**config.mk**
```make
export PLATFORM = sky130hd
export DESIGN_NAME = apb_fsm_controller
export DESIGN_NICKNAME = d
export VERILOG_FILES = /design/src/rtl/apb_fsm_controller.sv
export SDC_FILE = /design/constraint.sdc
export NUM_CORES = 1
export LEC_CHECK = 0
export BUFFER_PORTS_ARGS = -buffer_cell sky130_fd_sc_hd__buf_2
export CAP_MARGIN = 20
export CORE_MARGIN = 3
export CORE_UTILIZATION = 45
export DETAILED_ROUTE_END_ITERATION = 10
export GPL_TIMING_DRIVEN = 0
export PLACE_DENSITY = 0.77
export SETUP_SLACK_MARGIN = 0.1
export SLEW_MARGIN = 20
export SYNTH_ARGS = -nofsm -noshare
export SYNTH_HDL_FRONTEND = slang
export SYNTH_SLANG_ARGS = --single-unit
```
**constraint.sdc**
```tcl
create_clock -name HCLK -period 4.4 [get_ports HCLK]
set_input_delay 0.22 -clock HCLK [delete_from_list [all_inputs] [get_ports HCLK]]
set_output_delay 0.22 -clock HCLK [all_outputs]
set_load 0.005 [all_outputs]
```
**src/rtl/apb_fsm_controller.sv**
```systemverilog
// APB master sequencer: runs one SETUP/ACCESS sequence per qualified AHB transfer.
// Optional macro PREADY_EN adds the PREADY input and APB wait states in ACCESS.
module apb_fsm_controller #(
   parameter int DATA_WIDTH   = 32,
   parameter int REGION_SHIFT = 26
) (
   input  logic                  HCLK,
   input  logic                  HRESET,
   input  logic                  valid,
   input  logic [1:0]            HTRANS,
   input  logic [31:0]           HADDR,
   input  logic                  HWRITE,
   input  logic [DATA_WIDTH-1:0] HWDATA,
`ifdef PREADY_EN
   input  logic                  PREADY,
`endif
   output logic                  HREADYout,
   output logic [31:0]           PADDR,
   output logic [DATA_WIDTH-1:0] PWDATA,
   output logic                  PWRITE,
   output logic [2:0]            PSELx,
   output logic                  PENABLE
);

   typedef enum logic [1:0] {
      IDLE   = 2'd0,
      WWAIT  = 2'd1,
      SETUP  = 2'd2,
      ACCESS = 2'd3
   } state_t;

   state_t                  state_q, state_d;
   logic [31:0]             addr_q;
   logic [DATA_WIDTH-1:0]   wdata_q;
   logic                    write_q;
   logic [2:0]              sel_q, sel_d;
   logic [2:0]              psel_q;
   logic                    penable_q;
   logic                    hready_q;
   logic                    start_s;
   logic                    load_s;
   logic                    done_s;
   logic                    unused_s;

   function automatic logic [2:0] region_sel(input logic [1:0] region);
      case (region)
         2'd0:    return 3'b001;
         2'd1:    return 3'b010;
         2'd2:    return 3'b100;
         default: return 3'b000;
      endcase
   endfunction

   // Only HTRANS[1] distinguishes NONSEQ/SEQ from IDLE/BUSY.
   assign start_s  = valid & HTRANS[1];
   assign unused_s = HTRANS[0];

`ifdef PREADY_EN
   assign done_s    = PREADY;
   assign HREADYout = (state_q == ACCESS) ? PREADY : hready_q;
`else
   assign done_s    = 1'b1;
   assign HREADYout = hready_q;
`endif

   assign PADDR   = addr_q;
   assign PWDATA  = wdata_q;
   assign PWRITE  = write_q;
   assign PSELx   = psel_q;
   assign PENABLE = penable_q;

   // Next-state and latch-enable decode.
   always_comb begin
      state_d = state_q;
      load_s  = 1'b0;
      case (state_q)
         IDLE: begin
            if (start_s) begin
               load_s  = 1'b1;
               state_d = HWRITE ? WWAIT : SETUP;
            end else begin
               state_d = IDLE;
            end
         end
         WWAIT:  state_d = SETUP;
         SETUP:  state_d = ACCESS;
         ACCESS: begin
            if (!done_s) begin
               state_d = ACCESS;
            end else if (start_s) begin
               load_s  = 1'b1;
               state_d = HWRITE ? WWAIT : SETUP;
            end else begin
               state_d = IDLE;
            end
         end
         default: state_d = IDLE;
      endcase
      sel_d = load_s ? region_sel(HADDR[REGION_SHIFT+1:REGION_SHIFT]) : sel_q;
   end

   // State, transfer registers and outputs pre-decoded from the next state.
   always_ff @(posedge HCLK) begin
      if (HRESET) begin
         state_q   <= IDLE;
         addr_q    <= 32'd0;
         wdata_q   <= '0;
         write_q   <= 1'b0;
         sel_q     <= 3'b000;
         psel_q    <= 3'b000;
         penable_q <= 1'b0;
         hready_q  <= 1'b1;
      end else begin
         state_q <= state_d;
         sel_q   <= sel_d;
         if (load_s) begin
            addr_q  <= HADDR;
            write_q <= HWRITE;
         end
         if (state_q == WWAIT) begin
            wdata_q <= HWDATA;
         end
         psel_q    <= ((state_d == SETUP) || (state_d == ACCESS)) ? sel_d : 3'b000;
         penable_q <= (state_d == ACCESS);
         hready_q  <= (state_d == IDLE) || (state_d == ACCESS);
      end
   end

endmodule

```
==> metrics.yaml <==
power:
  switching_share_pct: 24.3
  p_per_area_nw_per_um2: 396
  ir_drop_mv: 0.292
  p_sw_mw: 0.352
  p_leak_nw: 1.72
  pwr-share-seq_pct: 51.0
  p_int_mw: 1.10
  combPwrFrac_pct: 14.9
  clock_power_share_pct: 34.1
clock_tree:
  worst_skew_pair.late_latency_ps: 330
  cts_root_buf: "clkbuf_8"
  cts_sinks: 75
  cts_resized: 0
  cts_max_level: 3
  cts_setup_buffers: 0
  clkTransAtPathRegs_ps: 70
  clock_path_buffers: 2
  cts_tree: "yes"
  ctsHoldBuffers: 0
  numCtsBuffers: 9
yosys:
  synth_area_leader_cell: "dfxtp_1"
  seq_area_frac_synth_pct: 55.5
  syn_inst: 286
  synth_nets: 360
  synth_cell_type_count: 21
  ys_warn_count: 0
  post_synth_instance_area_um2: 2710
  avgSynthCellArea_um2: 9.46
  ys_ff_latch: 75
  synth_top_area_share_pct: 55.5
  synth.area.top_cells: "dfxtp_1, mux2i_1, nand2_1, nor2_1, a21oi_1"
worst_setup_path:
  cp-start-kind: "flip-flop"
  critPathLaunch: "state_q[0]"
  arrival_ps: 2230
  cp_cell_sequence: "inv_1 > ha_1 > and3_1 > buf_6 > a21oi_1 > or2_1 > ha_1 > or2_2"
  cp.required_ps: 4620
  max_stage_delay_ps: 360
  r2r_start: "state_q[0]"
  reg2reg_to: "HREADYout"
  path_common_cell: "ha_1"
  cp-end-kind: "flip-flop"
  rrSetupSlack_ps: 2390
  slowest_stage: "dfxtp_1"
  critical_path.max_fanout: 10
  ff2ff_path_depth: 8
  critical_path_class: "flip-flop to flip-flop"
placed_design:
  gp_congestion: 0.773
  dp_hpwl_um: 4710
  port_buffers: 137
  placedInstanceArea_um2: 3480
floorplan:
  row_count: 27
  core_region_area_um2: 5680
  io_pins: 140
  die_h_um: 83.5
  fp.dieW_um: 83.5
  dieArea_um2: 6980
  initial_utilization_pct: 47.7
sta:
  clock_skew_ps: 6.05
  drv_slew: 0
  fmax_mhz: 497
  setup_violations: 0
  slew_headroom_pct: 61.5
  min_period_ps: 2010
  rsz0062_at_grt: "no"
  hold_violations: 0
  tightest_slew_ps: 577
  finalCritPeriodShare_pct: 45.7
  tns_ps: 0
grt:
  met3_usage_pct: 6.02
  grt_pass1_vias: 2365
  gr-usage-met2_pct: 31.6
  busiest_layer: "met2"
  use_met1_pct: 21.7
  grt_pass1_wl_um: 10700
  antenna_found_initial: 0
  grt_max_degree: 12
  track_usage_pct: 18.7
  grt-ovfl-total: 0
routing:
  wl_per_cell_um: 12.2
  drtPass1Iterations: 4
  vias: 2369
  via_per_inst: 4.65
  wl_um: 6200
  drcViolationCount: 0
  drt_iter0_drc: 35
  ant_nets: 0
min_path:
  min_from: "HADDR[17]"
  hold_path.class: "input pin to flip-flop"
  min_path_cells: 3
  min_delay_worst_endpoint: "PADDR[17]"
cells_and_area:
  insertedDiodeCount: 0
  synthToLayoutAreaGrowth_pct: 35.4
  fin_nets: 508
  mostFrequentLayoutCells: "buf_2, dfxtp_1, nand2_1, nor2_1, mux2i_1"
  final_area_um2: 3660
  drive_gt1_share_pct: 38.7
  final_common_cell: "buf_2"
flow_run:
  max-cap-violations: 0
status:
  status: "finished clean"
==> flip-flops by register name, indices dropped and copies added, names as in the netlist <==
| name | count |
|---|---|
| HREADYout | 1 |
| PADDR | 32 |
| PENABLE | 1 |
| PSELx | 3 |
| PWDATA | 32 |
| PWRITE | 1 |
| sel_q | 3 |
| state_q | 2 |
==> cells in the mapped netlist <==
cell      count
dfxtp_1      75
nand2_1      66
nor2_1       40
mux2i_1      35
a21oi_1      27
clkbuf_1      9
a21oi_2       7
buf_4         4
ha_1          4
nor2b_1       4
buf_8         3
buf_2         2
inv_1         2
and3_1        1
buf_6         1
nand3_2       1
nor3_1        1
o21ai_0       1
o21bai_1      1
or2_1         1
or2_2         1
==> cell type report <==
| type | count | area (um^2) |
|---|---|---|
| buffer | 19 | 130 |
| clock buffer | 11 | 141 |
| clock inverter | 3 | 40.0 |
| fill | 504 | 2010 |
| inverter | 2 | 7.51 |
| multi-input combinational | 190 | 1070 |
| sequential | 75 | 1500 |
| tap | 72 | 90.1 |
| timing repair buffer | 137 | 686 |
==> per-layer routing <==
layer | up-vias | wire [um]
met5 | - | 0
met1 | 1049 | 2610
li1 | 1213 | -
met4 | 0 | 111
met2 | 95 | 2900
met3 | 12 | 578
==> power by group through the flow <==
stage	logic (mW)	clock network, mW	registers [mW]
after floorplan	0.121	0	0.758
final	0.216	0.494	0.738
after global placement	0.215	0	0.752
after detailed placement	0.219	0	0.754
after CTS	0.220	0.506	0.739
after global routing	0.245	0.535	0.744
==> cell families after synthesis <==
group                      Yosys count  share of synthesized area, %
buffers and inverters               21                          5.09
adders and majority gates            4                          1.85
AOI/OAI and AO/OA                   36                          7.72
muxes                               35                          13.0
and+or+nand+nor                    115                          16.9
DFF                                 75                          55.5
==> how the worst max path moves through the flow <==
| stage | end | cells after the start | slack, ps |
|---|---|---|---|
| after global placement | HREADYout | 8 | 2410 |
| after detailed placement | HREADYout | 8 | 2400 |
| after floorplan | HREADYout | 8 | 2500 |
| final | HREADYout | 8 | 2390 |
| after CTS | HREADYout | 8 | 2380 |
| after global routing | HREADYout | 8 | 2280 |
==> through the flow <==
step	util [%]	total power [mW]	instances	hold slack [ps]	setup slack, ps
2_1_floorplan	-	0.879	286	356	2500
3_3_place_gp	61.3	0.968	495	439	2410
3_5_place_dp	61.3	0.973	495	445	2400
4_1_cts	64.5	1.46	509	102	2380
5_1_grt	64.5	1.52	509	106	2280
6_report	64.5	1.45	509	115	2390
==> critical path: cells and delay by family, from the launching register on <==
family	cells	cell delay [ps]
adder cells (fa/ha/maj)	2	570
AND/OR/NAND/NOR	3	650
flip-flops	1	360
AO/OA/AOI/OAI	1	90
buffers and inverters	2	220
(Power assumes the default switching activity.)
